$ cat src/rtl/alu4_pkg.sv
// Shared types and constants for the alu4 registered arithmetic unit.
// Divide support is controlled by the ALU4_DIV_EN macro in alu4.sv.
package alu4_pkg;

    localparam int unsigned ALU4_WIDTH = 4;

    typedef enum logic [1:0] {
        OP_ADD = 2'b00,
        OP_SUB = 2'b01,
        OP_MUL = 2'b10,
        OP_DIV = 2'b11
    } op_e;

    typedef struct packed {
        logic zero;
        logic carry;
        logic sign;
        logic parity;
        logic overflow;
    } flags_t;

endpackage

$ cat src/rtl/alu4_div.sv
// Combinational signed divider, quotient truncated toward zero.
// Divide-by-zero yields 0; most-negative / -1 yields most-negative with overflow.
module alu4_div
    import alu4_pkg::*;
#(
    parameter int unsigned WIDTH = ALU4_WIDTH
) (
    input  logic [WIDTH-1:0] a,
    input  logic [WIDTH-1:0] b,
    output logic [WIDTH-1:0] quotient,
    output logic             overflow
);

    logic [WIDTH-1:0] a_mag;
    logic [WIDTH-1:0] b_mag;
    logic [WIDTH-1:0] q_mag;
    logic             neg;
    logic [WIDTH-1:0] min_val;

    assign min_val = {1'b1, {(WIDTH-1){1'b0}}};

    // Magnitudes are unsigned, so |most-negative| is representable here.
    assign a_mag = a[WIDTH-1] ? ('0 - a) : a;
    assign b_mag = b[WIDTH-1] ? ('0 - b) : b;
    assign neg   = a[WIDTH-1] ^ b[WIDTH-1];

    always_comb begin
        q_mag    = '0;
        quotient = '0;
        overflow = 1'b0;
        if (b != '0) begin
            q_mag    = a_mag / b_mag;
            quotient = neg ? ('0 - q_mag) : q_mag;
            overflow = (a == min_val) && (b == '1);
        end
    end

endmodule

$ cat src/rtl/alu4.sv
// Registered signed add/sub/mul/div unit with status flags, one cycle latency.
// Define ALU4_DIV_EN to build the divider; otherwise opcode 11 registers zero.
module alu4
    import alu4_pkg::*;
#(
    parameter int unsigned WIDTH = ALU4_WIDTH
) (
    input  logic             clk,
    input  logic             rst_n,
    input  logic [WIDTH-1:0] a,
    input  logic [WIDTH-1:0] b,
    input  logic [1:0]       select,
    output logic [WIDTH-1:0] out,
    output logic             zero,
    output logic             carry,
    output logic             sign,
    output logic             parity,
    output logic             overflow
);

    op_e                     op;
    logic [WIDTH:0]          sum_ext;
    logic [WIDTH:0]          diff_ext;
    logic [2*WIDTH-1:0]      a_sx;
    logic [2*WIDTH-1:0]      b_sx;
    logic [2*WIDTH-1:0]      prod;
    logic [WIDTH:0]          prod_hi;
    logic                    add_ovf;
    logic                    sub_ovf;
    logic                    mul_ovf;
    logic [WIDTH-1:0]        res;
    flags_t                  nxt;

    assign op = op_e'(select);

    assign sum_ext  = {1'b0, a} + {1'b0, b};
    assign diff_ext = {1'b0, a} - {1'b0, b};

    assign add_ovf = (a[WIDTH-1] == b[WIDTH-1]) && (sum_ext[WIDTH-1] != a[WIDTH-1]);
    assign sub_ovf = (a[WIDTH-1] != b[WIDTH-1]) && (diff_ext[WIDTH-1] != a[WIDTH-1]);

    // Operands are sign-extended first so the low 2*WIDTH bits are the signed product.
    assign a_sx    = {{WIDTH{a[WIDTH-1]}}, a};
    assign b_sx    = {{WIDTH{b[WIDTH-1]}}, b};
    assign prod    = a_sx * b_sx;
    assign prod_hi = prod[2*WIDTH-1:WIDTH-1];
    assign mul_ovf = !((prod_hi == '0) || (prod_hi == '1));

`ifdef ALU4_DIV_EN
    logic [WIDTH-1:0] div_q;
    logic             div_ovf;

    alu4_div #(
        .WIDTH(WIDTH)
    ) u_div (
        .a        (a),
        .b        (b),
        .quotient (div_q),
        .overflow (div_ovf)
    );
`endif

    always_comb begin
        res          = '0;
        nxt          = '0;
        case (op)
            OP_ADD: begin
                res          = sum_ext[WIDTH-1:0];
                nxt.carry    = sum_ext[WIDTH];
                nxt.overflow = add_ovf;
            end
            OP_SUB: begin
                res          = diff_ext[WIDTH-1:0];
                nxt.carry    = diff_ext[WIDTH];
                nxt.overflow = sub_ovf;
            end
            OP_MUL: begin
                res          = prod[WIDTH-1:0];
                nxt.overflow = mul_ovf;
            end
            OP_DIV: begin
`ifdef ALU4_DIV_EN
                res          = div_q;
                nxt.overflow = div_ovf;
`else
                res          = '0;
`endif
            end
            default: begin
                res = '0;
            end
        endcase
        nxt.zero   = (res == '0);
        nxt.sign   = res[WIDTH-1];
        nxt.parity = ^res;
    end

    always_ff @(posedge clk or negedge rst_n) begin
        if (!rst_n) begin
            out      <= '0;
            zero     <= 1'b1;
            carry    <= 1'b0;
            sign     <= 1'b0;
            parity   <= 1'b0;
            overflow <= 1'b0;
        end else begin
            out      <= res;
            zero     <= nxt.zero;
            carry    <= nxt.carry;
            sign     <= nxt.sign;
            parity   <= nxt.parity;
            overflow <= nxt.overflow;
        end
    end

endmodule

$ cat config.mk
export PLATFORM = sky130hd
export DESIGN_NAME = alu4
export DESIGN_NICKNAME = d
export VERILOG_FILES = /design/src/rtl/alu4_pkg.sv /design/src/rtl/alu4_div.sv /design/src/rtl/alu4.sv
export SDC_FILE = /design/constraint.sdc
export NUM_CORES = 1
export LEC_CHECK = 0
export BUFFER_PORTS_ARGS = -buffer_cell sky130_fd_sc_hd__buf_2
export CORE_MARGIN = 4
export CORE_UTILIZATION = 45
export CTS_CLUSTER_SIZE = 25
export DETAILED_ROUTE_END_ITERATION = 12
export HOLD_SLACK_MARGIN = 0.02
export PLACE_DENSITY_LB_ADDON = 0.15
export SLEW_MARGIN = 20
export SYNTH_ARGS = -nofsm -noshare
export SYNTH_HDL_FRONTEND = slang
export SYNTH_SLANG_ARGS = --single-unit
$ cat constraint.sdc
create_clock -name clk -period 0.8 [get_ports clk]
set_input_delay 0.04 -clock clk [delete_from_list [all_inputs] [get_ports clk]]
set_output_delay 0.04 -clock clk [all_outputs]
set_load 0.005 [all_outputs]
==> impl_metrics.ini <==
[timing]
fmax_mhz = 329
maxSlewHeadroom_pct = 79.6
setup_viol = 8
max_slew.worst_pin.slew_ns = 0.305
slew_violations = 0
tns_ns = -8.95
post-route-period-util_pct = 380
setup_ws_ns = -2.24
rsz0062_at_grt = yes
holdWs_ns = 0.145
hold_viol_final = 0
fin_crit_ns = 3.04

[worst_setup_path]
cp_common_cell = fa_1
critPathRequiredTime_ns = 0.99
cp.arrival_ns = 3.23
worstPathCellList = buf_8 > nand2_8 > fa_1 > inv_2 > fa_1 > fa_1 > ha_4 > fa_2 > xor2_2 > nor4b_2 > mux2_4 > mux2i_1 > o2bb2ai_1
crit_type = primary input to flip-flop
crit_fanout = 4
cpPeakStageDelay_ns = 0.56
crit_slowest_cell = fa_1
endpoint_kind = flip-flop
cp-start-kind = primary input

[detailed_routing]
drt_first_pass_iters = 4
drtIter0Drc = 23
vias = 1125
wl_per_cell_um = 13.0
drc = 0
vias_per_cell = 4.96
wl_um = 2950
postRouteAntennaNets = 0

[power]
power_leakage_nw = 1.05
p_seq_share_pct = 19.0
clkPwrFrac_pct = 12.4
p_total_w = 0.00266
ir_drop_mv = 1.44
p_sw_share_pct = 37.6
p_int_w = 0.00166
p_comb_share_pct = 68.6
power.switching_w = 0.000999
cellPowerDensity_nw_per_um2 = 1330

[placed_design]
dp_cells = 216
hpwlAfterDp_um = 2440
io_buffers = 20
gp_congestion = 0.810

[synth]
synthFlopType = dfrtp_1
ys_seq_elements = 8
synth_top_cells_by_count = ha_1, inv_1, fa_1
async_flop_share_pct = 100
syn_area_sq_um = 1270
synth_most_common_cell = ha_1
ys_types = 34
ys_seq_area_share_pct = 15.8
yosys_warnings = 0
synth_edf_count = 0
netlist.area_leader.share_pct = 22.6
synth_cells = 133
synth_nets = 179
syn_area_per_cell_sq_um = 9.56
ys_top_cells_by_area = ha_1, fa_1, dfrtp_1, inv_1, xnor3_1
yosys.area.top_type = ha_1

[clock_tree]
clock-sinks = 8
cts_tree = built
cts.clk_slew.worst_paths_ns = 0.05
ctsHtreeMaxLevel = 1
clock-root-buffer = clkbuf_4
numCtsBuffers = 3
cts_max_path_buffers = 2

[global_routing]
grt_util_all_layers_pct = 17.9
grt_max_degree = 9
grt.busiest_layer = met2
overflow = 0
grt_use_met2_pct = 33.4
grtUsageMet3_pct = 1.26
grt_pass1_vias = 1202
grt_pass1_wl_um = 4960
antenna_found_initial = 0
globalRouteMet1Util_pct = 21.1

[die]
rows = 19
die_area_sq_um = 3740
io_pins = 21
start_util_pct = 46.5
core_area_sq_um = 2730
die_h_um = 61.2
die_width_um = 61.2

[layout]
areaGrowthSynthToFinish_pct = 57.6
layout-drive-gt1-share_pct = 50.0
num-nets-final = 243
layout.cells.non_filler = 227
diodes = 0

[hold_path]
hold_class = primary input to asynchronous set/reset pin

[run_status]
outcome = complete, but fails checks
violations = setup timing

[flow_run]
drv_cap = 0
## layer usage
layer | vias up | share of wire [%]
li1 | 568 | -
met1 | 530 | 41
met2 | 22 | 54
met3 | 5 | 3.3
met4 | 0 | 1.8
met5 | - | 0
## what timing repair did
action,CTS,global route
buffers inserted,1,5
setup endpoints to repair,9,15
pin swaps,12,7
gates resized for setup,23,17
hold buffers,1,0
hold endpoints to repair,8,0
gates cloned,0,0
## stage by stage
| stage | utilization (%) | instance area (sq um) | setup slack (ns) |
|---|---|---|---|
| 2_1_floorplan | - | 1370 | -2.26 |
| 5_1_grt | 73.3 | 2000 | -2.36 |
| 3_3_place_gp | 64.4 | 1760 | -2.58 |
| 6_report | 73.3 | 2000 | -2.24 |
| 3_5_place_dp | 64.4 | 1760 | -2.62 |
| 4_1_cts | 69.3 | 1890 | -2.25 |
## flip-flops by register name (all words and copies together), names as in the netlist
name      cells
overflow      1
zero          1
carry         1
out           4
parity        1
## kinds of logic (layout without fill, tap and decap cells)
family                   Yosys count  after routing  synth area share [%]
multiplexers                       5              5                  5.02
adder cells (fa/ha/maj)           34             34                  40.0
AND/OR/NAND/NOR                   34             34                  14.1
AO/OA/AOI/OAI                     21             21                  11.1
buffers and inverters             25             88                  7.68
XOR/XNOR                           6              6                  6.30
flip-flops                         8              8                  15.8
## layout by cell type (no fill, tap or decap), types with 2 or more instances in the layout
cell,synthesis,routed
fa_2,0,3
and2_1,5,4
o21a_1,2,2
mux2i_1,3,3
xnor3_1,2,2
nand2_2,0,3
buf_6,0,9
a21oi_1,7,3
nand2_1,8,3
ha_4,0,6
inv_1,22,19
nor2_1,10,8
buf_8,0,2
nor2b_1,4,4
xnor2_1,2,2
nor2_2,0,2
a21oi_2,0,4
a21o_1,4,4
buf_2,0,15
buf_4,1,34
ha_1,23,17
clkbuf_4,0,3
dfrtp_1,7,7
fa_1,11,8
## critical path, delay by kind of cell
family | cells | cell delay (ns)
simple gates | 2 | 0.13
fa+ha+maj | 5 | 2.13
compound gates | 1 | 0.13
xor+xnor | 1 | 0.27
buf+inv | 2 | 0.14
mux | 2 | 0.40
## worst max-delay path by stage
stage                              end  slack, ns  from  cells after the start
global route        overflow$_DFF_PN0_      -2.36  a[0]                     14
CTS                 overflow$_DFF_PN0_      -2.25  a[2]                     13
global placement    overflow$_DFF_PN0_      -2.58  a[2]                     13
detailed placement  overflow$_DFF_PN0_      -2.62  a[2]                     12
finish              overflow$_DFF_PN0_      -2.24  b[1]                     13
floorplan           overflow$_DFF_PN0_      -2.26  b[1]                     12
## final cells by class
class	instances	area, sq um
multi-input cells	100	1150
fillers	196	731
repair buffers	62	492
flip-flops and latches	8	201
inverters	22	90.1
well taps	31	38.8
clock buffers	4	26.3
## power by group through the flow
stage | logic, W | registers (W) | clock network (W)
after CTS | 0.00169 | 0.000507 | 0.000341
after floorplan | 0.00101 | 0.000527 | 0
final | 0.00182 | 0.000504 | 0.000330
after global placement | 0.00150 | 0.000510 | 0
after global routing | 0.00203 | 0.000514 | 0.000377
after detailed placement | 0.00155 | 0.000513 | 0
Note: power is estimated with default switching activity, not from simulation.
